==> config.mk <==
export PLATFORM = sky130hd
export DESIGN_NAME = bus_arbiter
export DESIGN_NICKNAME = d
export VERILOG_FILES = /design/src/rtl/bus_arb_pkg.sv /design/src/rtl/bus_arbiter_rr_pick3.sv /design/src/rtl/bus_arbiter.sv
export SDC_FILE = /design/constraint.sdc
export NUM_CORES = 1
export LEC_CHECK = 0
export CAP_MARGIN = 20
export CORE_MARGIN = 2
export CORE_UTILIZATION = 49
export CTS_CLUSTER_SIZE = 28
export DETAILED_ROUTE_END_ITERATION = 12
export GPL_TIMING_DRIVEN = 0
export PLACE_DENSITY = 0.79
export SETUP_SLACK_MARGIN = 0.02
export SLEW_MARGIN = 5
export SYNTH_ARGS = -nofsm -noshare
export SYNTH_HDL_FRONTEND = slang
export SYNTH_SLANG_ARGS = --single-unit
==> constraint.sdc <==
create_clock -name clk -period 1.88 [get_ports clk]
set_input_delay 0.47 -clock clk [delete_from_list [all_inputs] [get_ports clk]]
set_output_delay 0.47 -clock clk [all_outputs]
set_load 0.05 [all_outputs]
==> src/rtl/bus_arb_pkg.sv <==
// Shared types and constants for the four-source bus arbiter.
// Holds the FSM state encoding, control-module ID and header field positions.
package bus_arb_pkg;

    typedef enum logic [1:0] {
        IDLE = 2'd0,
        HDR  = 2'd1,
        XFER = 2'd2,
        GAP  = 2'd3
    } arb_state_e;

    localparam logic [1:0] CTRL_ID = 2'b11;
    localparam int         SRC_LSB = 2;
    localparam int         DST_LSB = 4;

    function automatic logic [3:0] id_onehot(input logic [1:0] id);
        logic [3:0] oh;
        oh = 4'b0000;
        oh[id] = 1'b1;
        return oh;
    endfunction

endpackage

==> src/rtl/bus_arbiter_rr_pick3.sv <==
// Round-robin choice among sources 0..2.
// Search starts at the source just after the previous non-control winner.
module rr_pick3 (
    input  logic [2:0] req,
    input  logic [1:0] last_id,
    output logic [2:0] pick
);

    // Rotate the search order so the previous winner is tried last.
    always_comb begin
        pick = 3'b000;
        case (last_id)
            2'd0: begin
                if (req[1])      pick = 3'b010;
                else if (req[2]) pick = 3'b100;
                else if (req[0]) pick = 3'b001;
            end
            2'd1: begin
                if (req[2])      pick = 3'b100;
                else if (req[0]) pick = 3'b001;
                else if (req[1]) pick = 3'b010;
            end
            default: begin
                if (req[0])      pick = 3'b001;
                else if (req[1]) pick = 3'b010;
                else if (req[2]) pick = 3'b100;
            end
        endcase
    end

endmodule

==> src/rtl/bus_arbiter.sv <==
// Four-source bus arbiter with header capture and beat counting.
// Optional bus-idle watchdog is built when ARB_TIMEOUT_EN is defined.
module bus_arbiter
    import bus_arb_pkg::*;
#(
    parameter int GAP_CYCLES     = 1,
    parameter int TIMEOUT_CYCLES = 16
) (
    input  logic       clk,
    input  logic       rst_n,
    input  logic [3:0] req,
    input  logic [3:0] last,
    input  logic       bus_valid,
    input  logic [7:0] bus_data,
    output logic [3:0] grant,
    output logic       busy,
    output logic       hdr_valid,
    output logic [1:0] hdr_src,
    output logic [1:0] hdr_dst,
    output logic [7:0] beat_cnt,
    output logic       hdr_err,
    output logic       timeout
);

    localparam logic [2:0] GAP_LAST = 3'(GAP_CYCLES - 1);

    arb_state_e state_q, state_d;
    logic [3:0] grant_q, grant_d;
    logic [1:0] owner_q, owner_d;
    logic [1:0] last_nc_q, last_nc_d;
    logic       hdr_valid_q, hdr_valid_d;
    logic [1:0] hdr_src_q, hdr_src_d;
    logic [1:0] hdr_dst_q, hdr_dst_d;
    logic [7:0] beat_cnt_q, beat_cnt_d;
    logic       hdr_err_q, hdr_err_d;
    logic       timeout_q, timeout_d;
    logic [2:0] gap_cnt_q, gap_cnt_d;

    logic [2:0] rr_pick;
    logic [1:0] win_id;
    logic       rel;
    logic       wd_fire;

    // Header bits outside the src/dst fields carry no meaning here.
    logic unused_data;
    assign unused_data = ^{bus_data[7:6], bus_data[1:0]};

    rr_pick3 u_rr (
        .req     (req[2:0]),
        .last_id (last_nc_q),
        .pick    (rr_pick)
    );

    // Control module pre-empts the round-robin choice.
    always_comb begin
        win_id = 2'd0;
        if (req[3])          win_id = CTRL_ID;
        else if (rr_pick[1]) win_id = 2'd1;
        else if (rr_pick[2]) win_id = 2'd2;
    end

`ifdef ARB_TIMEOUT_EN
    localparam logic [7:0] TO_LAST = 8'(TIMEOUT_CYCLES - 1);

    logic [7:0] idle_cnt_q, idle_cnt_d;

    // Count consecutive beat-less cycles while a grant is held.
    always_comb begin
        idle_cnt_d = 8'd0;
        wd_fire    = 1'b0;
        if ((state_q == HDR || state_q == XFER) && !bus_valid) begin
            if (idle_cnt_q == TO_LAST) wd_fire = 1'b1;
            else idle_cnt_d = idle_cnt_q + 8'd1;
        end
    end

    // Watchdog count register.
    always_ff @(posedge clk or negedge rst_n) begin
        if (!rst_n) idle_cnt_q <= 8'd0;
        else        idle_cnt_q <= idle_cnt_d;
    end
`else
    localparam int unused_timeout_cycles = TIMEOUT_CYCLES;
    assign wd_fire = 1'b0;
`endif

    // Next-state and output-register logic of the arbitration FSM.
    always_comb begin
        state_d     = state_q;
        grant_d     = grant_q;
        owner_d     = owner_q;
        last_nc_d   = last_nc_q;
        hdr_valid_d = hdr_valid_q;
        hdr_src_d   = hdr_src_q;
        hdr_dst_d   = hdr_dst_q;
        beat_cnt_d  = beat_cnt_q;
        gap_cnt_d   = gap_cnt_q;
        hdr_err_d   = 1'b0;
        timeout_d   = 1'b0;
        rel         = 1'b0;
        case (state_q)
            IDLE: begin
                if (|req) begin
                    state_d     = HDR;
                    owner_d     = win_id;
                    grant_d     = id_onehot(win_id);
                    hdr_valid_d = 1'b0;
                    hdr_src_d   = 2'd0;
                    hdr_dst_d   = 2'd0;
                    beat_cnt_d  = 8'd0;
                    if (win_id != CTRL_ID) last_nc_d = win_id;
                end
            end
            HDR: begin
                if (bus_valid) begin
                    hdr_valid_d = 1'b1;
                    hdr_src_d   = bus_data[SRC_LSB +: 2];
                    hdr_dst_d   = bus_data[DST_LSB +: 2];
                    beat_cnt_d  = 8'd1;
                    if (owner_q != CTRL_ID &&
                        bus_data[SRC_LSB +: 2] != owner_q) begin
                        hdr_err_d = 1'b1;
                        rel       = 1'b1;
                    end else if (last[owner_q]) begin
                        rel = 1'b1;
                    end else begin
                        state_d = XFER;
                    end
                end
                if (!req[owner_q]) rel = 1'b1;
                if (wd_fire) begin
                    timeout_d = 1'b1;
                    rel       = 1'b1;
                end
            end
            XFER: begin
                if (bus_valid) begin
                    if (beat_cnt_q != 8'hFF) beat_cnt_d = beat_cnt_q + 8'd1;
                    if (last[owner_q]) rel = 1'b1;
                end
                if (!req[owner_q]) rel = 1'b1;
                if (wd_fire) begin
                    timeout_d = 1'b1;
                    rel       = 1'b1;
                end
            end
            GAP: begin
                if (gap_cnt_q == 3'd0) state_d = IDLE;
                else gap_cnt_d = gap_cnt_q - 3'd1;
            end
            default: state_d = IDLE;
        endcase
        if (rel) begin
            state_d   = GAP;
            grant_d   = 4'b0000;
            gap_cnt_d = GAP_LAST;
        end
    end

    // State and output registers; reset leaves source 0 next in line.
    always_ff @(posedge clk or negedge rst_n) begin
        if (!rst_n) begin
            state_q     <= IDLE;
            grant_q     <= 4'b0000;
            owner_q     <= 2'd0;
            last_nc_q   <= 2'd2;
            hdr_valid_q <= 1'b0;
            hdr_src_q   <= 2'd0;
            hdr_dst_q   <= 2'd0;
            beat_cnt_q  <= 8'd0;
            hdr_err_q   <= 1'b0;
            timeout_q   <= 1'b0;
            gap_cnt_q   <= 3'd0;
        end else begin
            state_q     <= state_d;
            grant_q     <= grant_d;
            owner_q     <= owner_d;
            last_nc_q   <= last_nc_d;
            hdr_valid_q <= hdr_valid_d;
            hdr_src_q   <= hdr_src_d;
            hdr_dst_q   <= hdr_dst_d;
            beat_cnt_q  <= beat_cnt_d;
            hdr_err_q   <= hdr_err_d;
            timeout_q   <= timeout_d;
            gap_cnt_q   <= gap_cnt_d;
        end
    end

    assign grant     = grant_q;
    assign busy      = |grant_q;
    assign hdr_valid = hdr_valid_q;
    assign hdr_src   = hdr_src_q;
    assign hdr_dst   = hdr_dst_q;
    assign beat_cnt  = beat_cnt_q;
    assign hdr_err   = hdr_err_q;
    assign timeout   = timeout_q;

endmodule

* Word level (Yosys, flattened, before mapping)
Index checks and enable logic that the tools add are counted.
Cells by class: add/subtract/negate cells 2, order comparisons 3, eq/ne operators 18, muxes and demuxes 55, reductions and logical operators 20
Operators by type and width (number):
- $mux W8 | 4
- $mux W3 | 10
- $mux W2 | 13
- $pmux W8 S3 | 1
- $mux W1 | 15
- $ne A3 B3 Y1 const B | 5
- $ne A2 B2 Y1 const B | 7
- $mux W4 | 3
- $add A8 B1 Y8 const B | 1
- $ne A8 B8 Y1 const B | 1
- $pmux W2 S2 | 2
- $reduce_bool A2 Y1 | 4
- $reduce_or A4 Y1 | 2
- $lt A2 B3 Y1 const B | 2
- $pmux W2 S3 | 1
- $pmux W3 S2 | 1
- $reduce_and A2 Y1 | 3
- $reduce_and A3 Y1 | 2
- $reduce_and A6 Y1 | 1
- $reduce_and A5 Y1 | 1
- $bmux W1 S2 | 2
- $eq A2 B1 Y1 const B | 2
- $eq A2 B2 Y1 const B | 2
- $logic_not A2 Y1 | 2
- 9 further kinds | 11
Storage, ports and cells: flip-flop bits (word level) 27, input bits 19, output and inout port bits 20

* Logic depth before layout (Yosys ltp)
Gate-level depths: netlist of run 1.
word-level depth 14, mapped depth 7

* By module
Synthesis of run 1 repeated with hierarchy kept, for this count alone.
Unflattened totals: cells, all modules 175, area total of the unflattened synthesis 1601.5 um^2
Modules (own cells, without submodules):
- bus_arbiter | instances 1, cells an instance 168, area an instance 1550.2 um^2, seq. area each 676.9 um^2
- rr_pick3 | instances 1, cells an instance 7, area an instance 51.3 um^2, seq. area each 0.0 um^2

* Worst setup path after synthesis of run 1
OpenSTA, ideal clock, no wires.
path kind reg2reg, from register beat_cnt_q[0], in the netlist beat_cnt[0], to register beat_cnt_q[6], in the netlist beat_cnt[6], library setup time 93 ps, arrival 1880 ps, data required time 1787 ps, setup slack -93 ps, stages on the path, launching flop included 8, path buffers 1, clock period less this slack 1973 ps, path through dfrtp_1 -> ha_1 -> and3_1 -> nand3_1 -> o2111ai_1 -> or2_1 -> buf_2 -> o31ai_2
On the way: longest elaborated chain between the ends 4, elaborated cells between the ends (all ways) 7, classes of those cells add/sub: 1; eq/ne: 2; mux: 3; reduce/logical: 1
RTL lines:
- start: declaration | RTL line bus_arbiter.sv:34 | logic [7:0] beat_cnt_q, beat_cnt_d;
- start signal: assignment | RTL line bus_arbiter.sv:182 | beat_cnt_q <= beat_cnt_d;
- $add A8 B1 Y8 | RTL line bus_arbiter.sv:138 | if (beat_cnt_q != 8'hFF) beat_cnt_d = beat_cnt_q + 8'd1;
- $mux W8 | RTL line bus_arbiter.sv:138
- $mux W8 | RTL line bus_arbiter.sv:137 | if (bus_valid) begin
- $pmux W8 S3 | RTL line bus_arbiter.sv:101 | case (state_q)
Parallel ways exist; a longest one is shown, timed or not. The select of a mux whose other input is x is not followed. A chain may end at the register's enable or synchronous reset.

* Worst setup path in the final report of run 1
from register grant_q[1], in the netlist grant[1], to output busy
On the way: longest elaborated chain between the ends 1
RTL lines:
- start: declaration | RTL line bus_arbiter.sv:28 | logic [3:0] grant_q, grant_d;
- start signal: assignment | RTL line bus_arbiter.sv:176 | grant_q <= grant_d;
- $reduce_or A4 Y1 | RTL line bus_arbiter.sv:190 | assign busy = |grant_q;
- end: declaration | RTL line bus_arbiter.sv:16 | output logic busy,
Every way passes these cells.

==> metrics.md, run 1 <==
| Metric | Value |
|---|---|
| CP Class | reg -> out |
| Fin nets | 250 |
| Iter 0 DRT Violations | 69 |
| Setup crit end kind | output pin |
| Clk_lat worst skew | 0.33 ns |
| Reg-to-reg endpoint | state_q[1]$_DFFE_PN0P_ |
| FF+latch count, synth | 27 |
| Flop2flop setup slack | 0.10 ns |
| Top cell type's share of synthesized area | 0.398 |
| Clock skew | 0.00936 ns |
| Ys flop type | dfrtp_1 |
| Layout Cells excl Fill | 267 |
| Slew HR | 0.600 |
| Mean Syn Cell Area | 9.17 µm² |
| Routed via count | 1,473 |
| Share of cells above drive strength 1 | 0.206 |
| Post-Syn Instances | 178 |
| Worst-case clock buffer depth | 2 |
| Post-synth ARST share | 1.00 |
| Worst VDD drop | 0.00106 V |
| # port buffers | 33 |
| R2R cell count | 6 |
| Vias in the first global route | 1,467 |
| Antenna violations before repair | 0 |
| Violated checks | setup timing |
| Data required, critical path | 1.41 ns |
| Num Clock Sinks | 27 |
| Critical Path Start | grant[1]$_DFFE_PN0P_ |
| Fmax | 516 MHz |
| Synthesized cell area | 0.00163 mm² |
| Worst setup path end | busy |
| Total GRT Usage | 0.228 |
| Finished Cell Area | 0.00216 mm² |
| Synthesized net count | 204 |
| Ant diodes | 0 |
| Row count | 20 |
| Cell taking the most area after synthesis | dfrtp_1 |
| Cell Area, Placed | 0.00205 mm² |
| First-pass DRT Iterations | 4 |
| CTS tree | done |
| Core Region | 0.00310 mm² |
| Final wirelength | 3900 µm |
| Unrepaired setup endpoints after global routing | yes |
| Drc violations | 0 |
| Gpl congestion | 0.815 |
| Area growth syn-to-layout | 32.6% |
| Util after Layout | 0.698 |
| Type of origin of the critical path | flip-flop |
| Die area | 0.00381 mm² |
| Reg2reg start | state_q[1]$_DFFE_PN0P_ |
| Number of I/O pins | 39 |
| Die W | 61.7 µm |
| FILL cells | 269 |
| Most frequent cell after synthesis | dfrtp_1 |
| Status | complete, but fails checks |
| Final Hold Vio Count | 0 |
| HP Class | in -> async |
| Post-synth cell types | 46 |
| Routed WL per cell | 14.6 µm |
| Die height | 61.7 µm |
| Final antenna-violating net count | 0 |
| Tcrit/Tclk final | 1.03 |
| Largest fanout on the critical path | 3 |
| Vias per Instance | 5.52 |
| GRT overflow | 0 |
| PwrDens | 1440 mW/mm² |
| First-pass GRT wire length | 6560 µm |
| Setup Viol. Count Final | 1 |
| CTS root buf | clkbuf_4 |
| CTS clk-pin slew, worst paths | 0.16 ns |
| Worst setup margin | -0.0569 ns |
| Number of flops mapped to enable cells by yosys | 0 |
| CTS Hold Bufs | 0 |
| CTS Buf Count | 3 |
| Maxcap violations | 0 |
| Largest net degree at the start of global routing | 18 |
| Sequential fraction of the synthesis area | 0.415 |
| Initial Util | 0.526 |
| Placed insts | 256 |
| Crit path DAT | 1.47 ns |
| Synth cell count leaders | dfrtp_1 (26), nand2_1 (18), nor2_1 (14) |
| Final Critical Period | 1.94 ns |
| H-Tree Depth | 1 |
| Yosys warns | 0 |
| Actual slew at the worst max-slew pin | 0.598 ns |
| Top post-synthesis cells by area | dfrtp_1 (40%), ha_1 (5.4%), nand2_1 (4.1%) |
| Max-slew violations | 0 |
| Leak | 1.05 nW |
| Hpwl dp | 2830 µm |
placed cells by master (no fill, tap or decap), drive strengths merged, types with 9 or more instances in the layout:
master,Yosys,layout
nand3,11,11
inv,12,12
nand2,18,18
nor2,14,14
clkbuf,2,9
a21oi,10,10
buf,5,13
dfrtp,26,26
o21ai,20,20
clkdlybuf4s50,0,10
dlygate4sd2,0,12
per-stage QoR:
stage / hold WS, ns / setup WS [ns] / TNS (ns) / power (mW)
global route: 0.502 / -0.105 / -0.105 / 3.35
finish: 0.489 / -0.0569 / -0.0569 / 3.12
floorplan: 0.174 / 0.0244 / 0 / 2.25
detailed placement: 0.472 / -0.418 / -8.16 / 2.75
CTS: 0.494 / -0.0660 / -0.0660 / 3.04
global placement: 0.465 / -0.374 / -7.38 / 2.68
power breakdown:
group / switching [mW] / total [mW] / internal (mW)
Clock: 0.182 / 0.262 / 0.0800
Sequential: 0.125 / 0.894 / 0.769
Combinational: 1.21 / 1.96 / 0.750
sequential cells by signal, indices dropped and copies added, names as in the netlist:
name and count:
state_q 2, gap_cnt_q 3, owner_q 2, hdr_err 1, hdr_src 2, grant 4, hdr_valid 1, last_nc_q 2
hdr_dst 2, beat_cnt 8
cell families after synthesis:
logic type | after synthesis | share of synthesized area
flip-flops | 27 | 0.415
XOR/XNOR | 1 | 0.00536
AO/OA/AOI/OAI | 51 | 0.230
AND/OR/NAND/NOR | 69 | 0.215
other | 1 | 0.00230
multiplexers | 3 | 0.0261
buffers and inverters | 19 | 0.0529
adder cells (fa/ha/maj) | 7 | 0.0536
how the worst min path moves through the flow:
| stage | from | to | depth (start not counted) |
|---|---|---|---|
| 6_report | rst_n | beat_cnt[2]$_DFFE_PN0P_ | 1 |
| 3_3_place_gp | last_nc_q[0]$_DFFE_PN0P_ | last_nc_q[0]$_DFFE_PN0P_ | 2 |
| 2_1_floorplan | rst_n | beat_cnt[0]$_DFFE_PN0P_ | 0 |
| 5_1_grt | rst_n | beat_cnt[2]$_DFFE_PN0P_ | 1 |
| 3_5_place_dp | last_nc_q[1]$_DFFE_PN1P_ | last_nc_q[1]$_DFFE_PN1P_ | 2 |
| 4_1_cts | last_nc_q[1]$_DFFE_PN1P_ | last_nc_q[1]$_DFFE_PN1P_ | 2 |
timing repair:
action                                  CTS  global route
hold endpoints to repair                  0             0
setup buffers                             5             2
endpoints found under the setup margin   29            21
pin swaps                                 2             2
resized for setup                        28            26
worst max-delay path, cell delays in order (launching register included):
cell and delay, ns:
dfrtp_1 0.43, or4_4 0.54, buf_6 0.17
routing by layer:
layer,routed length (µm),track usage,part of all wire
met1,1550,0.273,0.40
met2,2130,0.415,0.55
met3,148,0.0352,0.038
met4,68,0.0790,0.017
met5,0,0,0
final cells by class:
cell class                 count  area (µm²)  share of cell area
timing repair buffer          41         392               0.181
clock inverter                 1        5.00             0.00231
sequential                    27         679               0.314
multi-input combinational    132         921               0.425
clock buffer                   3        22.5              0.0104
inverter                      12        45.0              0.0208
tap                           44        55.1              0.0254
buffer                         7        45.0              0.0208
Power figures use the tool's default switching activity.
==> run 2: changes to the inputs <==
--- a/config.mk
+++ b/config.mk
@@ -6,8 +6,9 @@
 export NUM_CORES = 1
 export LEC_CHECK = 0
 export CAP_MARGIN = 20
-export CORE_MARGIN = 2
+export CORE_MARGIN = 8
 export CORE_UTILIZATION = 49
+export CTS_CLUSTER_DIAMETER = 40
 export CTS_CLUSTER_SIZE = 28
 export DETAILED_ROUTE_END_ITERATION = 12
 export GPL_TIMING_DRIVEN = 0
==> run 2 against run 1 <==
Against the previous run: the run still ends with setup timing left; total power increased by 1.1%; worst hold slack better by 0.0026 ns; worst setup slack got worse by 0.015 ns; die area is 43% higher; highest routed layer unchanged.
==> metrics.md, run 2 (synthesis gave the netlist of run 1 again) <==
| Metric | Value |
|---|---|
| Status | complete, but fails checks |
| Violated checks | setup timing |
| Worst-case clock buffer depth | 2 |
| CTS tree | done |
| R2R cell count | 6 |
| Actual slew at the worst max-slew pin | 0.639 ns |
| Most frequent cells in the layout | dfrtp_1 (24), nand2_1 (18), nor2_1 (14) |
| Reg-to-reg endpoint | grant[3]$_DFFE_PN0P_ |
| Clk_lat worst skew | 0.34 ns |
| Combinational share of power | 0.636 |
| CTS clk-pin slew, worst paths | 0.14 ns |
| Share of cells above drive strength 1 | 0.206 |
| Drc violations | 0 |
| # port buffers | 33 |
| Routed WL per cell | 16.0 µm |
| Most common cell after layout, fill and taps aside | dfrtp_1 |
| Tcrit/Tclk final | 1.04 |
| Reg2reg start | state_q[1]$_DFFE_PN0P_ |
| Slew HR | 0.572 |
| Largest stage delay, worst path | 0.51 ns |
| Worst setup margin | -0.0714 ns |
| Setup TNS Final | -0.0714 ns |
| Number of I/O pins | 39 |
| Die W | 73.7 µm |
| Int Power | 1.60 mW |
| Hold depth | 2 |
| Num Clock Sinks | 27 |
| Setup Viol. Count Final | 1 |
| Fin nets | 250 |
| Layout Cells excl Fill | 269 |
| Final antenna-violating net count | 0 |
| Vias per Instance | 5.67 |
| Largest register FFs | 8 |
| H-Tree Depth | 1 |
| CP cell instances | or4_1 -> buf_2 |
| Area growth syn-to-layout | 33.5% |
| Hold_sp | last_nc_q[1]$_DFFE_PN1P_ |
| CTS Hold Bufs | 0 |
| Data required, critical path | 1.41 ns |
| Fmax | 512 MHz |
| Unrepaired setup endpoints after global routing | yes |
| Hold path endpoint | last_nc_q[1]$_DFFE_PN1P_ |
| Final Hold Vio Count | 0 |
| Largest net degree at the start of global routing | 17 |
| Die area | 0.00544 mm² |
| Hpwl dp | 3150 µm |
| Setup crit end kind | output pin |
| PwrDens | 1450 mW/mm² |
| Worst VDD drop | 0.000935 V |
| CP max-delay cell | or4_1 |
| CTS Buf Count | 3 |
| Leak | 1.07 nW |
| Initial Util | 0.501 |
| Clock skew | 0.0118 ns |
| Switching part of the total | 0.492 |
| Clock Power Share | 0.082 |
| Routed via count | 1,526 |
| Iter 0 DRT Violations | 103 |
| First-pass DRT Iterations | 4 |
| Placed insts | 258 |
| Vias in the first global route | 1,533 |
| First-pass GRT wire length | 7160 µm |
| Ant diodes | 0 |
| HP Class | reg -> reg |
| Final Critical Period | 1.95 ns |
| CTS root buf | clkbuf_4 |
| Gpl congestion | 0.843 |
| Psw | 1.55 mW |
| Core Region | 0.00326 mm² |
| Seq pwr share | 0.282 |
| Crit path DAT | 1.48 ns |
| CP Class | reg -> out |
| Final wirelength | 4310 µm |
| Largest fanout on the critical path | 3 |
| Row count | 21 |
| Max-slew violations | 0 |
| Antenna violations before repair | 0 |
| Total GRT Usage | 0.166 |
| Maxcap violations | 0 |
| FILL cells | 291 |
| Flop2flop setup slack | 0.11 ns |
| WHS | 0.492 ns |
| GRT overflow | 0 |
| Die height | 73.7 µm |
| Type of origin of the critical path | flip-flop |
-- run 2: changes by cell type in the layout (fill, tap and decap cells not counted), sizes merged --
cell | previous run | this run
clkdlybuf4s15 | 3 | 2
dlygate4sd2 | 12 | 13
dlymetal6s2s | 4 | 5
clkinv | 1 | 0
buf | 13 | 14
clkdlybuf4s50 | 10 | 9
-- run 2: timing repair --
item	4_1_cts	5_1_grt
setup buffers	3	4
setup endpoints to repair	24	23
pin swaps	2	3
gates resized for setup	24	34
gates cloned	0	0
-- run 2: cell type report --
class | count | area (µm²) | area share
multi-input combinational | 132 | 935 | 0.429
buffer | 7 | 50.0 | 0.0230
inverter | 12 | 45.0 | 0.0207
sequential | 27 | 679 | 0.312
timing repair buffer | 41 | 387 | 0.177
clock buffer | 4 | 26.3 | 0.0121
tap | 46 | 57.6 | 0.0264
-- run 2: through the flow --
stage	power, mW	instance area [µm²]	util	worst slack [ns]
6_report	3.15	2180	0.669	-0.0714
5_1_grt	3.38	2180	0.669	-0.131
4_1_cts	3.02	2080	0.639	-0.205
3_5_place_dp	2.77	2050	0.629	-0.375
3_3_place_gp	2.70	2020	0.621	-0.346
2_1_floorplan	2.25	1640	-	0.0244
-- run 2: worst max-delay path by stage --
stage                    startpoint                      to  slack, ns
3_5_place_dp                 req[2]  state_q[0]$_DFFE_PN0P_      -0.37
5_1_grt        grant[1]$_DFFE_PN0P_                    busy      -0.13
6_report       grant[1]$_DFFE_PN0P_                    busy      -0.07
4_1_cts        grant[1]$_DFFE_PN0P_                    busy      -0.20
2_1_floorplan  grant[1]$_DFFE_PN0P_                    busy       0.02
3_3_place_gp                 req[2]    grant[0]$_DFFE_PN0P_      -0.35
-- run 2: power by group through the flow --
stage	Clock (mW)	Combinational [mW]	Sequential, mW
after global routing	0.289	2.19	0.904
after floorplan	0	1.06	1.19
after detailed placement	0	1.87	0.909
after CTS	0.265	1.86	0.893
after global placement	0	1.80	0.893
final	0.259	2.01	0.887
-- run 2: worst max-delay path, delay by kind of cell, from the launching register on --
family | cells | cell delay (ns)
flip-flops | 1 | 0.42
buffers and inverters | 1 | 0.22
AND/OR/NAND/NOR | 1 | 0.51
-- run 2: routing by layer --
metal | global-route usage | vias up | wire, µm
li1 | - | 724 | -
met4 | 0.0887 | 0 | 78
met3 | 0.0300 | 5 | 218
met2 | 0.276 | 39 | 2110
met5 | 0 | - | 0
met1 | 0.198 | 758 | 1900
==> run 3: changes to the inputs <==
--- a/config.mk
+++ b/config.mk
@@ -5,8 +5,8 @@
 export SDC_FILE = /design/constraint.sdc
 export NUM_CORES = 1
 export LEC_CHECK = 0
+export ABC_CLOCK_PERIOD_IN_PS = 1880
 export CAP_MARGIN = 20
-export CORE_MARGIN = 8
 export CORE_UTILIZATION = 49
 export CTS_CLUSTER_DIAMETER = 40
 export CTS_CLUSTER_SIZE = 28
==> run 3 against run 2 <==
Against the previous run: register-to-register slack hardly changed; largest power group unchanged; critical endpoint unchanged; sequential cell count stayed put; maximum frequency hardly changed; sequential share of layout area is 0.072 points higher; highest routed layer unchanged; critical path depth stayed put; combinational power hardly changed; the run still ends with setup timing left; largest cell class unchanged; routed wire length is 11% lower; first-iteration DRC count is 6.8% lower; clock skew is 0.0092 ns lower; via count is 3.4% lower.
==> metrics.md, run 3 (synthesis gave the netlist of run 1 again) <==
| Metric | Value |
|---|---|
| Status | complete, but fails checks |
| Violated checks | setup timing |
| Crit path DAT | 1.48 ns |
| Row count | 20 |
| Drc violations | 0 |
| CTS clk-pin slew, worst paths | 0.15 ns |
| Routed WL per cell | 14.5 µm |
| Final Hold Vio Count | 0 |
| WHS | 0.451 ns |
| Tcrit/Tclk final | 1.04 |
| Clk_lat worst skew | 0.34 ns |
| First-pass GRT wire length | 6500 µm |
| Fin nets | 250 |
| Final wirelength | 3860 µm |
| Maxcap violations | 0 |
| Most frequent cells in the layout | dfrtp_1 (24), nand2_1 (18), dlygate4sd2_1 (15) |
| Num Clock Sinks | 27 |
| Leak | 1.06 nW |
| Top delay family on crit path | simple AND/OR/NAND/NOR gates |
| # port buffers | 33 |
| Die area | 0.00357 mm² |
| Tot Pwr | 3.18 mW |
| Data required, critical path | 1.41 ns |
| Worst-case clock buffer depth | 2 |
| CP Class | reg -> out |
| CP max-delay cell | or4_4 |
| CTS Buf Count | 3 |
| CTS tree | done |
| Number of I/O pins | 39 |
| Largest fanout on the critical path | 3 |
| Worst setup margin | -0.0706 ns |
| First-pass DRT Iterations | 4 |
| Share of cells above drive strength 1 | 0.197 |
| Die height | 59.7 µm |
| Vias in the first global route | 1,431 |
| GRT overflow | 0 |
| Final antenna-violating net count | 0 |
| Type of origin of the critical path | flip-flop |
| Final Critical Period | 1.95 ns |
| Routed via count | 1,474 |
| Finished Cell Area | 0.00217 mm² |
| Cell Area, Placed | 0.00205 mm² |
| Gpl congestion | 0.863 |
| Iter 0 DRT Violations | 96 |
| Vias per Instance | 5.52 |
| Unrepaired setup endpoints after global routing | yes |
| Util after Layout | 0.701 |
| Hpwl dp | 2780 µm |
| Slew HR | 0.646 |
| Largest register FFs | 8 |
| Crit path buf inv count | 1 |
| Most common cell after layout, fill and taps aside | dfrtp_1 |
| Fmax | 513 MHz |
| Die W | 59.7 µm |
| Core Region | 0.00310 mm² |
| Max-slew violations | 0 |
| Largest net degree at the start of global routing | 20 |
| Area growth syn-to-layout | 33.2% |
| HP Class | in -> async |
| CTS root buf | clkbuf_4 |
| Clock skew | 0.00265 ns |
| Ant diodes | 0 |
| Setup crit end kind | output pin |
| Initial Util | 0.526 |
| Total GRT Usage | 0.241 |
| Antenna violations before repair | 0 |
| Largest stage delay, worst path | 0.55 ns |
| Setup Viol. Count Final | 1 |
| Worst VDD drop | 0.00116 V |
| H-Tree Depth | 1 |
| PwrDens | 1460 mW/mm² |
| Actual slew at the worst max-slew pin | 0.530 ns |
| CP cell instances | or4_4 -> buf_8 |
==> run 3: worst register-to-register path, stage by stage, from the launching register on <==
cell and delay (ns):
dfrtp_1 0.45, buf_4 0.15, ha_1 0.29, o21ai_4 0.13, and2_1 0.18, nand4_1 0.13
a311o_1 0.34
==> run 3: what timing repair did <==
item | CTS | global route
setup endpoints to repair | 25 | 19
gates resized for setup | 28 | 25
pin swaps | 1 | 3
hold buffers | 0 | 0
setup buffers | 5 | 2
==> run 3: metal layers <==
metal	vias to the layer above	GRT usage	share of wire
met1	702	0.292	0.41
met3	6	0.0411	0.042
li1	728	-	-
met2	38	0.435	0.53
met4	0	0.0698	0.013
met5	-	0	0
==> run 3: cell type report <==
class | count | area [µm²]
Tap cell | 44 | 55.1
Timing Repair Buffer | 41 | 402
Clock inverter | 1 | 5.00
Multi-Input combinational cell | 132 | 921
Fill cell | 256 | 928
Inverter | 12 | 45.0
Buffer | 7 | 45.0
Clock buffer | 3 | 22.5
Sequential cell | 27 | 679
==> run 3: final timing paths <==
check	start	to	slack, ns	cells after the start
min in group clk	last_nc_q[1]$_DFFE_PN1P_	last_nc_q[1]$_DFFE_PN1P_	0.50	2
worst max register to register	state_q[0]$_DFFE_PN0P_	state_q[0]$_DFFE_PN0P_	0.12	6
max in group asynchronous	rst_n	last_nc_q[1]$_DFFE_PN1P_	0.87	2
worst min register to register	last_nc_q[1]$_DFFE_PN1P_	last_nc_q[1]$_DFFE_PN1P_	0.50	2
worst max-delay path	grant[2]$_DFFE_PN0P_	busy	-0.07	2
worst min-delay path	rst_n	beat_cnt[2]$_DFFE_PN0P_	0.45	1
==> run 3: through the flow <==
step | worst slack [ns] | instances | TNS (ns)
finish | -0.0706 | 267 | -0.0706
global route | -0.0993 | 267 | -0.0993
CTS | -0.0706 | 265 | -0.0706
detailed placement | -0.381 | 256 | -7.45
global placement | -0.374 | 255 | -7.32
floorplan | 0.0244 | 178 | 0
==> run 3: report_power, final <==
part / switching (mW) / leakage (nW) / internal (mW)
clock network: 0.188 / 0.0177 / 0.0803
logic: 1.24 / 0.693 / 0.786
registers: 0.118 / 0.345 / 0.769
